--- config.mk ---
export PLATFORM = sky130hd
export DESIGN_NAME = stopwatch_ndigit
export DESIGN_NICKNAME = d
export VERILOG_FILES = /design/src/rtl/stopwatch_ndigit.sv
export SDC_FILE = /design/constraint.sdc
export NUM_CORES = 1
export LEC_CHECK = 0
export ABC_AREA = 0
export BUFFER_PORTS_ARGS = -buffer_cell sky130_fd_sc_hd__buf_2
export CAP_MARGIN = 10
export CORE_MARGIN = 1.5
export CORE_UTILIZATION = 55
export CTS_CLUSTER_DIAMETER = 60
export DETAILED_ROUTE_END_ITERATION = 16
export GPL_ROUTABILITY_DRIVEN = 0
export PLACE_DENSITY = 0.73
export SLEW_MARGIN = 25
export SYNTH_ARGS = -nofsm -noshare
export SYNTH_HDL_FRONTEND = slang
export SYNTH_SLANG_ARGS = --single-unit
--- constraint.sdc ---
create_clock -name clk -period 5 [get_ports clk]
set_clock_uncertainty 0.15 [all_clocks]
set_input_delay 0.5 -clock clk [delete_from_list [all_inputs] [get_ports clk]]
set_output_delay 0.5 -clock clk [all_outputs]
set_load 0.05 [all_outputs]
--- src/rtl/stopwatch_ndigit.sv ---
// stopwatch_ndigit: N-digit BCD stopwatch (m:ss.t) on a multiplexed 7-seg display.
// Lap/hold display compiled in only when STOPWATCH_LAP_EN is defined.
module stopwatch_ndigit #(
  parameter int NDIGITS     = 4,
  parameter int TICK_DIV    = 10_000_000,
  parameter int REFRESH_DIV = 100_000
) (
  input  logic               clk,
  input  logic               rst,
  input  logic               go,
  input  logic               clr,
  input  logic               lap,
  output logic [NDIGITS-1:0] an,
  output logic [6:0]         sseg,
  output logic               dp,
  output logic               ovf
);

  localparam int PW = $clog2(TICK_DIV);
  localparam int RW = $clog2(REFRESH_DIV);
  localparam int SW = $clog2(NDIGITS);

  typedef logic [NDIGITS-1:0][3:0] bcd_t;

  logic [PW-1:0] presc;
  logic          tick;
  bcd_t          cnt;
  bcd_t          nxt;
  logic          wrap;
  bcd_t          disp;
  logic [RW-1:0] rcnt;
  logic [SW-1:0] sel;
  logic [3:0]    dval;

  function automatic logic [3:0] dmax(input int i);
    return (i == 2) ? 4'd5 : 4'd9;
  endfunction

  function automatic logic [6:0] seg7(input logic [3:0] v);
    logic [6:0] s;
    case (v)
      4'd0:    s = 7'b1000000;
      4'd1:    s = 7'b1111001;
      4'd2:    s = 7'b0100100;
      4'd3:    s = 7'b0110000;
      4'd4:    s = 7'b0011001;
      4'd5:    s = 7'b0010010;
      4'd6:    s = 7'b0000010;
      4'd7:    s = 7'b1111000;
      4'd8:    s = 7'b0000000;
      4'd9:    s = 7'b0010000;
      default: s = 7'b1111111;
    endcase
    return s;
  endfunction

  assign tick = go && (presc == PW'(TICK_DIV - 1));

  // prescaler: advances only while go, so a pause keeps the partial tick
  always_ff @(posedge clk or posedge rst) begin
    if (rst) begin
      presc <= '0;
    end else if (clr) begin
      presc <= '0;
    end else if (go) begin
      presc <= tick ? '0 : presc + PW'(1);
    end
  end

  // BCD increment with ripple carry; carry out of the top digit means wrap
  always_comb begin
    logic carry;
    nxt   = cnt;
    carry = 1'b1;
    for (int i = 0; i < NDIGITS; i++) begin
      if (carry) begin
        if (cnt[i] == dmax(i)) begin
          nxt[i] = 4'd0;
        end else begin
          nxt[i] = cnt[i] + 4'd1;
          carry  = 1'b0;
        end
      end
    end
    wrap = carry;
  end

  // live count and sticky overflow; clear beats a coincident tick
  always_ff @(posedge clk or posedge rst) begin
    if (rst) begin
      cnt <= '0;
      ovf <= 1'b0;
    end else if (clr) begin
      cnt <= '0;
      ovf <= 1'b0;
    end else if (tick) begin
      cnt <= nxt;
      if (wrap) ovf <= 1'b1;
    end
  end

`ifdef STOPWATCH_LAP_EN
  typedef enum logic {LIVE, HELD} state_t;

  state_t state;
  state_t state_n;
  bcd_t   hold;

  // display-source state register
  always_ff @(posedge clk or posedge rst) begin
    if (rst) state <= LIVE;
    else     state <= state_n;
  end

  // lap toggles the source; clear always lands in LIVE
  always_comb begin
    state_n = state;
    if (clr) begin
      state_n = LIVE;
    end else if (lap) begin
      state_n = (state == LIVE) ? HELD : LIVE;
    end
  end

  // snapshot the count on entry to HELD; kept on return to LIVE
  always_ff @(posedge clk or posedge rst) begin
    if (rst) begin
      hold <= '0;
    end else if (clr) begin
      hold <= '0;
    end else if (lap && state == LIVE) begin
      hold <= cnt;
    end
  end

  assign disp = (state == HELD) ? hold : cnt;
`else
  logic unused_lap;

  assign unused_lap = lap;
  assign disp       = cnt;
`endif

  // refresh timer: each digit stays selected for REFRESH_DIV cycles
  always_ff @(posedge clk or posedge rst) begin
    if (rst) begin
      rcnt <= '0;
      sel  <= '0;
    end else if (rcnt == RW'(REFRESH_DIV - 1)) begin
      rcnt <= '0;
      sel  <= (sel == SW'(NDIGITS - 1)) ? '0 : sel + SW'(1);
    end else begin
      rcnt <= rcnt + RW'(1);
    end
  end

  assign dval = disp[sel];

  // registered display drive for the selected digit
  always_ff @(posedge clk or posedge rst) begin
    if (rst) begin
      an   <= '1;
      sseg <= 7'h7F;
      dp   <= 1'b1;
    end else begin
      an   <= ~(NDIGITS'(1) << sel);
      sseg <= seg7(dval);
      dp   <= (sel != SW'(1));
    end
  end

endmodule

==> insert_results.sql, run 1 <==
INSERT INTO impl_metrics (metric_group, metric, value, unit) VALUES
('yosys', 'post_synth_and_or_nand_nor_area_fraction', '0.235', ''),
('yosys', 'ys_types', '49', ''),
('yosys', 'library_cell_with_the_largest_summed_area_after_synthesis', 'sky130_fd_sc_hd__dfrtp_1', ''),
('worst_setup_path', 'worstPathArrival', '2880', 'ps'),
('yosys', 'synth_ff_type', 'sky130_fd_sc_hd__dfrtp_1', ''),
('clocking', 'cts-buffers-inserted', '9', ''),
('grt', 'number_of_global_route_vias_before_repair', '2921', ''),
('grt', 'grt_overflow_total', '0', ''),
('place', 'placedInstanceArea', '4090', 'um^2'),
('grt', 'grt_pass1_wl', '13.2', 'mm'),
('floorplanning', 'die-area', '7780', 'um^2'),
('cells_and_area', 'fin_nets', '433', ''),
('detailed_routing', 'vias', '3069', ''),
('timing', 'maxSlewViolCount', '0', ''),
('timing', 'fin_crit', '2750', 'ps'),
('yosys', 'synthTopCellsByArea', 'sky130_fd_sc_hd__dfrtp_1 (38%), sky130_fd_sc_hd__dfstp_2 (7.2%), sky130_fd_sc_hd__ha_1 (6.0%)', ''),
('worst_setup_path', 'critical_path_buf_inv_count', '0', ''),
('grt', 'antenna_found_initial', '0', ''),
('run_status', 'outcome', 'finished, final reports clean', ''),
('timing', 'setup_violations', '0', ''),
('yosys', 'async_flop_share', '1.00', ''),
('timing', 'setup_tns', '0', 'ps'),
('floorplanning', 'initial_utilization', '0.578', ''),
('grt', 'grt_start_max_net_pins', '72', ''),
('yosys', 'synth-seq-cells', '71', ''),
('timing', 'tightest_slew', '922', 'ps'),
('yosys', 'synthesized_area_fraction_occupied_by_ao_oa_aoi_and_oai_cells', '0.115', ''),
('pwr', 'internal_power', '0.000861', 'W'),
('clocking', 'clock_latency_late_sink', '350', 'ps'),
('timing', 'hold_violations_final', '0', ''),
('floorplanning', 'num_io_pins', '18', ''),
('detailed_routing', 'finalWirelength', '7.78', 'mm'),
('worst_setup_path', 'endpoint_kind', 'flip-flop', ''),
('yosys', 'postSynthCellCount', '403', ''),
('yosys', 'post_synth_most_frequent_cells', 'sky130_fd_sc_hd__dfrtp_1 (60), sky130_fd_sc_hd__nor2_1 (36), sky130_fd_sc_hd__a21oi_1 (35)', ''),
('floorplanning', 'die-height', '88.2', 'um'),
('floorplanning', 'core_area', '6910', 'um^2'),
('worst_setup_path', 'critical_path.cell_chain', 'ha_1 > and3_1 > nand4_1 > or4_1 > a21oi_1', ''),
('clocking', 'postCtsSetupBuffers', '0', ''),
('worst_setup_path', 'setup.worst_path.class', 'reg -> reg', ''),
('yosys', 'yosys-mux-area-fraction', '0.0414', ''),
('yosys', 'mappedNetlistNets', '427', ''),
('worst_setup_path', 'max_stage_delay', '760', 'ps'),
('clocking', 'clk_pin_slew', '80', 'ps'),
('cells_and_area', 'antenna_cells_inserted', '0', ''),
('yosys', 'post-synth-top-count-cell', 'sky130_fd_sc_hd__dfrtp_1', ''),
('pwr', 'swShare', '0.222', ''),
('floorplanning', 'die_w', '88.2', 'um'),
('yosys', 'synth_xor_area_frac', '0.0549', ''),
('clocking', 'cts_sinks', '71', ''),
('pwr', 'power_density', '257', 'nW/um^2'),
('worst_setup_path', 'cpMaxStageDelayCell', 'sky130_fd_sc_hd__or4_1', ''),
('timing', 'grt_setup_unrepaired', 'false', ''),
('grt', 'gr-usage-met3', '0.0368', ''),
('floorplanning', 'rows', '30', ''),
('place', 'place.port_buffers', '16', ''),
('timing', 'relSlewSlack', '0.377', ''),
('pwr', 'power_switching', '0.000246', 'W'),
('timing', 'timing.fmax', '364', 'MHz'),
('timing', 'worst_hold_slack', '258', 'ps'),
('detailed_routing', 'firstDrtPassIters', '4', ''),
('clocking', 'ctsHoldBuffers', '0', ''),
('grt', 'met1_usage_grt', '0.292', ''),
('pwr', 'leakage_dissipation', '1.79', 'nW'),
('worst_setup_path', 'critical_path_peak_fanout', '23', ''),
('detailed_routing', 'first_iter_violations', '210', ''),
('yosys', 'yosysWarningCount', '0', ''),
('run', 'maxCapViolations', '0', ''),
('clocking', 'root_buffer', 'sky130_fd_sc_hd__clkbuf_8', ''),
('worst_hold_path', 'min-delay-path-class', 'in -> async', ''),
('cells_and_area', 'layout_cell_share_with_drive_strength_beyond_1', '0.140', '');
-- worst register-to-register path: cells and delay by family, from the launching register on --
kind	cells	cell delay (ps)
DFF	1	410
and+or+nand+nor	3	1730
AOI/OAI and AO/OA	1	150
adders and majority gates	1	240
-- final timing paths --
kind / slack (ps) / end / startpoint / depth (start not counted)
max in group asynchronous: 3850 / cnt[9] / rst / 3
min in group clk: 340 / rcnt[12] / rcnt[12] / 1
worst max-delay path: 2250 / ovf / presc[0] / 5
worst min register to register: 340 / rcnt[12] / rcnt[12] / 1
worst min-delay path: 260 / rcnt[15] / rst / 3
worst max register to register: 2250 / ovf / presc[0] / 5
-- registers in the layout (all words and copies together), names as in the netlist --
signal	flops
ovf	1
presc	24
cnt	16
an	3
sseg	7
rcnt	17
sel	2
dp	1
-- power by group through the flow --
| stage | Clock (W) | Sequential (W) | Combinational (W) |
|---|---|---|---|
| 2_1_floorplan | 0 | 0.000587 | 0.0000184 |
| 3_3_place_gp | 0 | 0.000588 | 0.0000241 |
| 3_5_place_dp | 0 | 0.000588 | 0.0000246 |
| 4_1_cts | 0.000519 | 0.000577 | 0.0000247 |
| 5_1_grt | 0.000543 | 0.000577 | 0.0000277 |
| 6_report | 0.000506 | 0.000577 | 0.0000239 |
-- stage by stage --
step / worst slack, ps / util / std cells / total power (W)
floorplan: 2570 / - / 403 / 0.000606
global placement: 2310 / 0.593 / 494 / 0.000612
detailed placement: 2240 / 0.593 / 494 / 0.000612
CTS: 2260 / 0.624 / 510 / 0.00112
global route: 2070 / 0.624 / 510 / 0.00115
finish: 2250 / 0.624 / 510 / 0.00111
-- per-layer routing --
metal  wire, um  vias up
li1           -     1476
met1       3670     1541
met2       3750       41
met3        219       11
met4        147        0
met5          0        -
-- cells by family (layout without fill, tap and decap cells) --
kind of cell             Yosys count  count (layout)
adder cells (fa/ha/maj)           19              19
XOR/XNOR                          25              25
AO/OA/AOI/OAI                     76              76
buffers and inverters             42              53
AND/OR/NAND/NOR                  159             159
flip-flops                        71              71
multiplexers                      11              11
-- cell type report --
| cell class | instances | area (um^2) |
|---|---|---|
| multi-input combinational | 290 | 2020 |
| fill | 601 | 2590 |
| tap | 96 | 120 |
| clock buffer | 9 | 124 |
| inverter | 20 | 75.1 |
| sequential | 71 | 1790 |
| clock inverter | 7 | 95.1 |
| timing repair buffer | 17 | 87.6 |
-- placed cells by master, fill, tap and decap left out, types with 10 or more instances in the layout --
| master | instances |
|---|---|
| sky130_fd_sc_hd__or4_1 | 10 |
| sky130_fd_sc_hd__or3_1 | 12 |
| sky130_fd_sc_hd__ha_1 | 19 |
| sky130_fd_sc_hd__dfstp_2 | 11 |
| sky130_fd_sc_hd__nor2_1 | 36 |
| sky130_fd_sc_hd__o21ai_0 | 16 |
| sky130_fd_sc_hd__buf_2 | 16 |
| sky130_fd_sc_hd__inv_1 | 19 |
| sky130_fd_sc_hd__nand2_1 | 15 |
| sky130_fd_sc_hd__xnor2_1 | 13 |
| sky130_fd_sc_hd__nand3_1 | 14 |
| sky130_fd_sc_hd__dfrtp_1 | 60 |
| sky130_fd_sc_hd__nand4_1 | 18 |
| sky130_fd_sc_hd__a21oi_1 | 35 |
| sky130_fd_sc_hd__and4_1 | 10 |
| sky130_fd_sc_hd__xor2_1 | 12 |
| sky130_fd_sc_hd__o31ai_1 | 11 |
(Power assumes the default switching activity.)
==> inputs of run 2 (changes only) <==
--- a/config.mk
+++ b/config.mk
@@ -5,7 +5,7 @@
 export SDC_FILE = /design/constraint.sdc
 export NUM_CORES = 1
 export LEC_CHECK = 0
-export ABC_AREA = 0
+export ABC_AREA = 1
 export BUFFER_PORTS_ARGS = -buffer_cell sky130_fd_sc_hd__buf_2
 export CAP_MARGIN = 10
 export CORE_MARGIN = 1.5
==> constraint.sdc (replaced) <==
create_clock -name clk -period 2.6 [get_ports clk]
set_clock_uncertainty 0.15 [all_clocks]
set_input_delay 0.26 -clock clk [delete_from_list [all_inputs] [get_ports clk]]
set_output_delay 0.26 -clock clk [all_outputs]
set_load 0.05 [all_outputs]
==> insert_results.sql, run 2 <==
INSERT INTO impl_metrics (metric_group, metric, value, unit) VALUES
('run_status', 'outcome', 'finished, final reports clean', ''),
('place', 'detailed_place_hpwl', '5.91', 'mm'),
('yosys', 'yosysWarningCount', '0', ''),
('detailed_routing', 'vias_per_cell', '5.16', ''),
('cells_and_area', 'regMostFlops', 'presc', ''),
('yosys', 'synth_xor_area_frac', '0.0533', ''),
('cells_and_area', 'multiInputGateArea', '2010', 'um^2'),
('yosys', 'synthTopCellsByArea', 'sky130_fd_sc_hd__dfrtp_1 (37%), sky130_fd_sc_hd__nand2_1 (10%), sky130_fd_sc_hd__nor2_1 (7.6%)', ''),
('clocking', 'root_buffer', 'sky130_fd_sc_hd__clkbuf_8', ''),
('yosys', 'syn_avg_cell_area', '7.83', 'um^2'),
('yosys', 'synthesized_area_fraction_occupied_by_ao_oa_aoi_and_oai_cells', '0.0600', ''),
('cells_and_area', 'finalInstanceArea', '4550', 'um^2'),
('yosys', 'largest_family_of_logic_cells_by_synthesized_area', 'simple AND/OR/NAND/NOR gates', ''),
('cells_and_area', 'final_cells', '653', ''),
('yosys', 'synth-edff-count', '0', ''),
('floorplanning', 'die-height', '89.5', 'um'),
('timing', 'setup_tns', '0', 'ps'),
('floorplanning', 'core_area', '7250', 'um^2'),
('worst_setup_path', 'worstPathArrival', '2290', 'ps'),
('timing', 'tightest_slew', '762', 'ps'),
('floorplanning', 'die-area', '8000', 'um^2'),
('yosys', 'synth_ff_type', 'sky130_fd_sc_hd__dfrtp_1', ''),
('grt', 'antenna_found_initial', '0', ''),
('place', 'post-place-cells', '636', ''),
('timing', 'timing.fmax', '451', 'MHz'),
('worst_hold_path', 'worst_hold_path.endpoint', 'presc[1]', ''),
('run', 'maxCapViolations', '0', ''),
('timing', 'fin_crit', '2220', 'ps'),
('clocking', 'clockBufferDepth', '2', ''),
('grt', 'number_of_global_route_vias_before_repair', '3196', ''),
('detailed_routing', 'first_iter_violations', '153', ''),
('grt', 'grt_pass1_wl', '13.9', 'mm'),
('worst_setup_path', 'critical_path_peak_fanout', '18', ''),
('clocking', 'cts_sinks', '71', ''),
('detailed_routing', 'drtAntennaViolNets', '0', ''),
('yosys', 'post-synth-top-count-cell', 'sky130_fd_sc_hd__nand2_1', ''),
('floorplanning', 'die_w', '89.5', 'um'),
('detailed_routing', 'post-route-drc-count', '0', ''),
('timing', 'setup_violations', '0', ''),
('detailed_routing', 'finalWirelength', '7.97', 'mm'),
('detailed_routing', 'routed_wire_length_per_instance', '12.2', 'um'),
('floorplanning', 'initial_utilization', '0.567', ''),
('cells_and_area', 'commonest_cells_after_routing_fill_and_taps_aside', 'sky130_fd_sc_hd__nand2_1 (111), sky130_fd_sc_hd__nor2_1 (83), sky130_fd_sc_hd__inv_1 (65), sky130_fd_sc_hd__dfrtp_1 (60), sky130_fd_sc_hd__nand3_1 (50)', ''),
('cells_and_area', 'finish.utilization', '0.627', ''),
('clocking', 'postCtsSetupBuffers', '0', ''),
('worst_hold_path', 'min-delay-path-class', 'in -> reg', ''),
('cells_and_area', 'layout_cell_share_with_drive_strength_beyond_1', '0.126', ''),
('place', 'place.port_buffers', '16', ''),
('timing', 'relSlewSlack', '0.490', ''),
('timing', 'grt_setup_unrepaired', 'false', ''),
('yosys', 'library_cell_with_the_largest_summed_area_after_synthesis', 'sky130_fd_sc_hd__dfrtp_1', ''),
('worst_setup_path', 'timing.reg2reg.worst_path_depth', '7', ''),
('clocking', 'ctsHoldBuffers', '1', ''),
('worst_setup_path', 'rr_startpoint', 'presc[1]', ''),
('yosys', 'yosys-mux-area-fraction', '0', ''),
('cells_and_area', 'fin_nets', '573', ''),
('cells_and_area', 'layout.filler_cells', '641', ''),
('pwr', 'total_power', '0.00225', 'W'),
('worst_setup_path', 'setup.worst_path.class', 'reg -> reg', ''),
('grt', 'grt_overflow_total', '0', ''),
('worst_hold_path', 'min_from', 'go', ''),
('clocking', 'clk_pin_slew', '80', 'ps'),
('worst_setup_path', 'worstSetupStartpoint', 'presc[1]', ''),
('cells_and_area', 'layout_top_registers', 'presc x24, rcnt x17, cnt x16', ''),
('yosys', 'synth_area', '4110', 'um^2'),
('timing', 'maxSlewViolCount', '0', ''),
('clocking', 'post_cts_resize_count', '0', ''),
('worst_setup_path', 'worstPathRequired', '2680', 'ps'),
('cells_and_area', 'sequential_cell_area', '1790', 'um^2'),
('yosys', 'yosys.area.top_type_share', '0.365', ''),
('detailed_routing', 'vias', '3369', ''),
('floorplanning', 'rows', '31', ''),
('cells_and_area', 'layout_commonest_cell', 'sky130_fd_sc_hd__nand2_1', ''),
('grt', 'grt.total_usage', '0.222', ''),
('worst_setup_path', 'start_kind', 'flip-flop', ''),
('clocking', 'clock_latency_late_sink', '340', 'ps'),
('yosys', 'async_flop_share', '1.00', ''),
('grt', 'grt_start_max_net_pins', '45', ''),
('yosys', 'postSynthCellCount', '525', ''),
('pwr', 'irDropWorstVdd', '0.000317', 'V'),
('yosys', 'synth-seq-cells', '71', ''),
('yosys', 'ys_types', '37', ''),
('worst_setup_path', 'worstReg2RegEnd', 'presc[14]', ''),
('detailed_routing', 'firstDrtPassIters', '4', ''),
('pwr', 'leakage_dissipation', '2.17', 'nW'),
('cells_and_area', 'number_of_flip_flops_under_the_largest_register_name', '24', ''),
('clocking', 'cts.htree.levels', '3', ''),
('floorplanning', 'num_io_pins', '18', ''),
('timing', 'hold_violations_final', '0', ''),
('clocking', 'cts-buffers-inserted', '9', ''),
('timing', 'final_period_utilization', '0.852', ''),
('yosys', 'mappedNetlistNets', '549', ''),
('yosys', 'post_synth_and_or_nand_nor_area_fraction', '0.318', ''),
('worst_setup_path', 'endpoint_kind', 'flip-flop', ''),
('yosys', 'adder_cell_fraction_of_synth_area', '0.0578', ''),
('place', 'placedInstanceArea', '4300', 'um^2'),
('yosys', 'post_synth_most_frequent_cells', 'sky130_fd_sc_hd__nand2_1 (111), sky130_fd_sc_hd__nor2_1 (83), sky130_fd_sc_hd__inv_1 (66)', ''),
('cells_and_area', 'areaGrowthSynthToFinish', '10.7', '%'),
('clocking', 'tritoncts_clock_tree', 'yes', ''),
('yosys', 'yosysSeqAreaShare', '0.435', ''),
('worst_hold_path', 'worstHoldPathCells', '3', ''),
('cells_and_area', 'antenna_cells_inserted', '0', ''),
('pwr', 'power_density', '494', 'nW/um^2'),
('worst_setup_path', 'reg2reg_slack', '380', 'ps');
-- run 2: power by group --
part	leakage [nW]	internal (W)	total [W]	switching, W
Sequential	0.932	0.00112	0.00115	0.0000279
Clock	0.118	0.000553	0.000984	0.000432
Combinational	1.12	0.0000385	0.000114	0.0000756
-- run 2: worst max path at each step --
stage | end | slack (ps)
3_5_place_dp | presc[6] | 390
3_3_place_gp | presc[2] | 450
2_1_floorplan | cnt[0] | 410
4_1_cts | presc[2] | 390
6_report | presc[14] | 380
5_1_grt | presc[14] | 220
-- run 2: worst max-delay path, stage by stage, from the launching register on --
cell	delay, ps
sky130_fd_sc_hd__dfrtp_1	380
sky130_fd_sc_hd__ha_1	200
sky130_fd_sc_hd__inv_1	70
sky130_fd_sc_hd__nor3_2	250
sky130_fd_sc_hd__nand4_1	160
sky130_fd_sc_hd__nand2_1	490
sky130_fd_sc_hd__buf_4	320
sky130_fd_sc_hd__nor2_1	70
-- run 2: area by class of cell --
cell class	count	area share
clock buffer	13	0.0467
clock inverter	3	0.00550
sequential	71	0.393
timing repair buffer	20	0.0275
multi-input combinational	377	0.442
tap	99	0.0272
inverter	70	0.0577
-- run 2: logic make-up (layout without fill, tap and decap cells) --
family	count (synthesis)	after routing
flops	71	71
simple gates	289	289
fa+ha+maj	19	19
compound gates	44	44
xor+xnor	25	25
buf+inv	77	106
-- run 2: layer usage --
metal  global-route usage  wire length, um
met1                0.288             3850
met2                0.373             3810
met3               0.0342              225
met4               0.0853               79
met5                    0                0
-- run 2: through the flow --
stage | hold slack (ps) | setup WS, ps
floorplan | 251 | 412
global placement | 205 | 454
detailed placement | 220 | 394
CTS | 53.6 | 387
global route | 73.0 | 225
finish | 73.1 | 384
==> inputs of run 3 (changes only) <==
--- a/config.mk
+++ b/config.mk
@@ -5,7 +5,6 @@
 export SDC_FILE = /design/constraint.sdc
 export NUM_CORES = 1
 export LEC_CHECK = 0
-export ABC_AREA = 1
 export BUFFER_PORTS_ARGS = -buffer_cell sky130_fd_sc_hd__buf_2
 export CAP_MARGIN = 10
 export CORE_MARGIN = 1.5
==> insert_results.sql, run 3 (synthesized netlist as in run 1, its figures left out) <==
INSERT INTO impl_metrics (metric_group, metric, value, unit) VALUES
('detailed_routing', 'post-route-drc-count', '0', ''),
('cells_and_area', 'number_of_flip_flops_under_the_largest_register_name', '24', ''),
('floorplanning', 'die-area', '7780', 'um^2'),
('place', 'place.port_buffers', '16', ''),
('timing', 'maxSlewViolCount', '0', ''),
('clocking', 'cts.htree.levels', '3', ''),
('run_status', 'outcome', 'finished, final reports clean', ''),
('detailed_routing', 'vias', '3127', ''),
('cells_and_area', 'layout_top_registers', 'presc x24, rcnt x17, cnt x16', ''),
('floorplanning', 'core_area', '6910', 'um^2'),
('cells_and_area', 'finalInstanceArea', '4390', 'um^2'),
('grt', 'grt.total_usage', '0.227', ''),
('worst_setup_path', 'cpMaxStageDelayCell', 'sky130_fd_sc_hd__nor4b_1', ''),
('detailed_routing', 'finalWirelength', '7.99', 'mm'),
('timing', 'fin_crit', '2350', 'ps'),
('floorplanning', 'rows', '30', ''),
('timing', 'tightest_slew', '629', 'ps'),
('clocking', 'postCtsSetupBuffers', '0', ''),
('cells_and_area', 'layout_cell_share_with_drive_strength_beyond_1', '0.156', ''),
('worst_setup_path', 'reg2reg_slack', '250', 'ps'),
('grt', 'grt_pass1_wl', '13.7', 'mm'),
('cells_and_area', 'layout_commonest_cell', 'sky130_fd_sc_hd__dfrtp_1', ''),
('pwr', 'leakage_dissipation', '1.83', 'nW'),
('worst_hold_path', 'min_from', 'go', ''),
('worst_setup_path', 'timing.reg2reg.worst_path_depth', '4', ''),
('pwr', 'clock_power_share', '0.447', ''),
('worst_setup_path', 'start_kind', 'flip-flop', ''),
('cells_and_area', 'final_cells', '519', ''),
('clocking', 'clockBufferDepth', '2', ''),
('worst_setup_path', 'setup.worst_path.class', 'reg -> reg', ''),
('worst_setup_path', 'max_stage_delay', '620', 'ps'),
('clocking', 'clk_pin_slew', '80', 'ps'),
('grt', 'number_of_global_route_vias_before_repair', '2890', ''),
('clocking', 'cts_sinks', '71', ''),
('grt', 'grt_start_max_net_pins', '72', ''),
('grt', 'grt_overflow_total', '0', ''),
('pwr', 'power_frac_comb', '0.025', ''),
('pwr', 'power_switching', '0.000479', 'W'),
('floorplanning', 'num_io_pins', '18', ''),
('clocking', 'root_buffer', 'sky130_fd_sc_hd__clkbuf_8', ''),
('cells_and_area', 'regMostFlops', 'presc', ''),
('cells_and_area', 'antenna_cells_inserted', '0', ''),
('worst_setup_path', 'critical_path.cell_chain', 'nor4b_1 > nand4_1 > or4_1 > a21oi_1', ''),
('cells_and_area', 'commonest_cells_after_routing_fill_and_taps_aside', 'sky130_fd_sc_hd__dfrtp_1 (60), sky130_fd_sc_hd__nor2_1 (36), sky130_fd_sc_hd__a21oi_1 (35), sky130_fd_sc_hd__inv_1 (19), sky130_fd_sc_hd__ha_1 (19)', ''),
('pwr', 'power_density', '479', 'nW/um^2'),
('timing', 'relSlewSlack', '0.574', ''),
('detailed_routing', 'vias_per_cell', '6.03', ''),
('worst_setup_path', 'worstPathArrival', '2480', 'ps'),
('floorplanning', 'die_w', '88.2', 'um'),
('pwr', 'irDropWorstVdd', '0.000350', 'V'),
('worst_setup_path', 'critical_path_peak_fanout', '8', ''),
('worst_setup_path', 'worstPathRequired', '2720', 'ps'),
('timing', 'grt_setup_unrepaired', 'false', ''),
('timing', 'setup_tns', '0', 'ps'),
('detailed_routing', 'firstDrtPassIters', '4', ''),
('place', 'post-place-cells', '502', ''),
('clocking', 'clock_latency_late_sink', '350', 'ps'),
('timing', 'timing.fmax', '425', 'MHz'),
('clocking', 'cts-buffers-inserted', '9', ''),
('place', 'placedInstanceArea', '4170', 'um^2'),
('clocking', 'tritoncts_clock_tree', 'yes', ''),
('grt', 'antenna_found_initial', '0', ''),
('worst_hold_path', 'worst_hold_path.endpoint', 'presc[1]', ''),
('worst_hold_path', 'worstHoldPathCells', '3', ''),
('floorplanning', 'initial_utilization', '0.578', ''),
('detailed_routing', 'routed_wire_length_per_instance', '15.4', 'um'),
('cells_and_area', 'areaGrowthSynthToFinish', '10.0', '%'),
('place', 'place_ws', '241', 'ps'),
('floorplanning', 'die-height', '88.2', 'um'),
('worst_setup_path', 'rr_startpoint', 'presc[8]', ''),
('timing', 'final_period_utilization', '0.905', ''),
('worst_setup_path', 'worstReg2RegEnd', 'cnt[5]', ''),
('pwr', 'swShare', '0.228', ''),
('cells_and_area', 'finish.utilization', '0.636', ''),
('place', 'detailed_place_hpwl', '5.40', 'mm'),
('worst_hold_path', 'min-delay-path-class', 'in -> reg', ''),
('detailed_routing', 'first_iter_violations', '162', ''),
('cells_and_area', 'fin_nets', '442', ''),
('pwr', 'sequentialPowerShare', '0.528', ''),
('timing', 'finalWorstSetupSlack', '247', 'ps'),
('timing', 'hold_violations_final', '0', ''),
('pwr', 'internal_power', '0.00162', 'W'),
('timing', 'setup_violations', '0', ''),
('run', 'maxCapViolations', '0', ''),
('detailed_routing', 'drtAntennaViolNets', '0', ''),
('worst_setup_path', 'endpoint_kind', 'flip-flop', ''),
('worst_setup_path', 'worstSetupStartpoint', 'presc[8]', '');
-- run 3: how the worst max path moves through the flow --
| stage | end | cells past startpoint |
|---|---|---|
| 2_1_floorplan | cnt[0] | 1 |
| 3_3_place_gp | cnt[5] | 4 |
| 3_5_place_dp | cnt[5] | 4 |
| 4_1_cts | cnt[5] | 4 |
| 5_1_grt | cnt[5] | 4 |
| 6_report | cnt[5] | 4 |
-- run 3: cell type report --
type | count | area [um^2]
well taps | 96 | 120
repair buffers | 26 | 170
clock inverters | 6 | 67.6
multi-input cells | 290 | 2020
flip-flops and latches | 71 | 1790
clock buffers | 10 | 149
inverters | 20 | 75.1
fillers | 599 | 2510
-- run 3: power groups by stage --
stage	clock network (W)	registers (W)	logic [W]
floorplan	0	0.00113	0.0000355
global placement	0	0.00113	0.0000510
detailed placement	0	0.00113	0.0000525
CTS	0.000966	0.00111	0.0000536
global route	0.00101	0.00111	0.0000599
finish	0.000940	0.00111	0.0000519
-- run 3: through the flow --
stage | total power, W | hold WS (ps)
6_report | 0.00210 | 117
5_1_grt | 0.00218 | 153
4_1_cts | 0.00213 | 105
3_5_place_dp | 0.00118 | 221
3_3_place_gp | 0.00118 | 217
2_1_floorplan | 0.00117 | 305
-- run 3: worst max-delay path: cells and delay by family (launching register included) --
family             cells  cell delay, ps
AOI/OAI and AO/OA      1             160
DFF                    1             450
and+or+nand+nor        3            1530
-- run 3: what timing repair did --
| action | CTS | global route |
|---|---|---|
| gates resized for setup | 0 | 0 |
| hold buffers | 1 | 0 |
| setup endpoints to repair | 0 | 0 |
| hold endpoints to repair | 60 | 0 |
-- run 3: per-layer routing --
layer	routed length (um)	GRT usage	vias up	share of wire
met4	118	0.0923	0	0.015
met3	262	0.0377	15	0.033
met1	3790	0.309	1553	0.47
li1	-	-	1495	-
met5	0	0	-	0
met2	3820	0.362	64	0.48
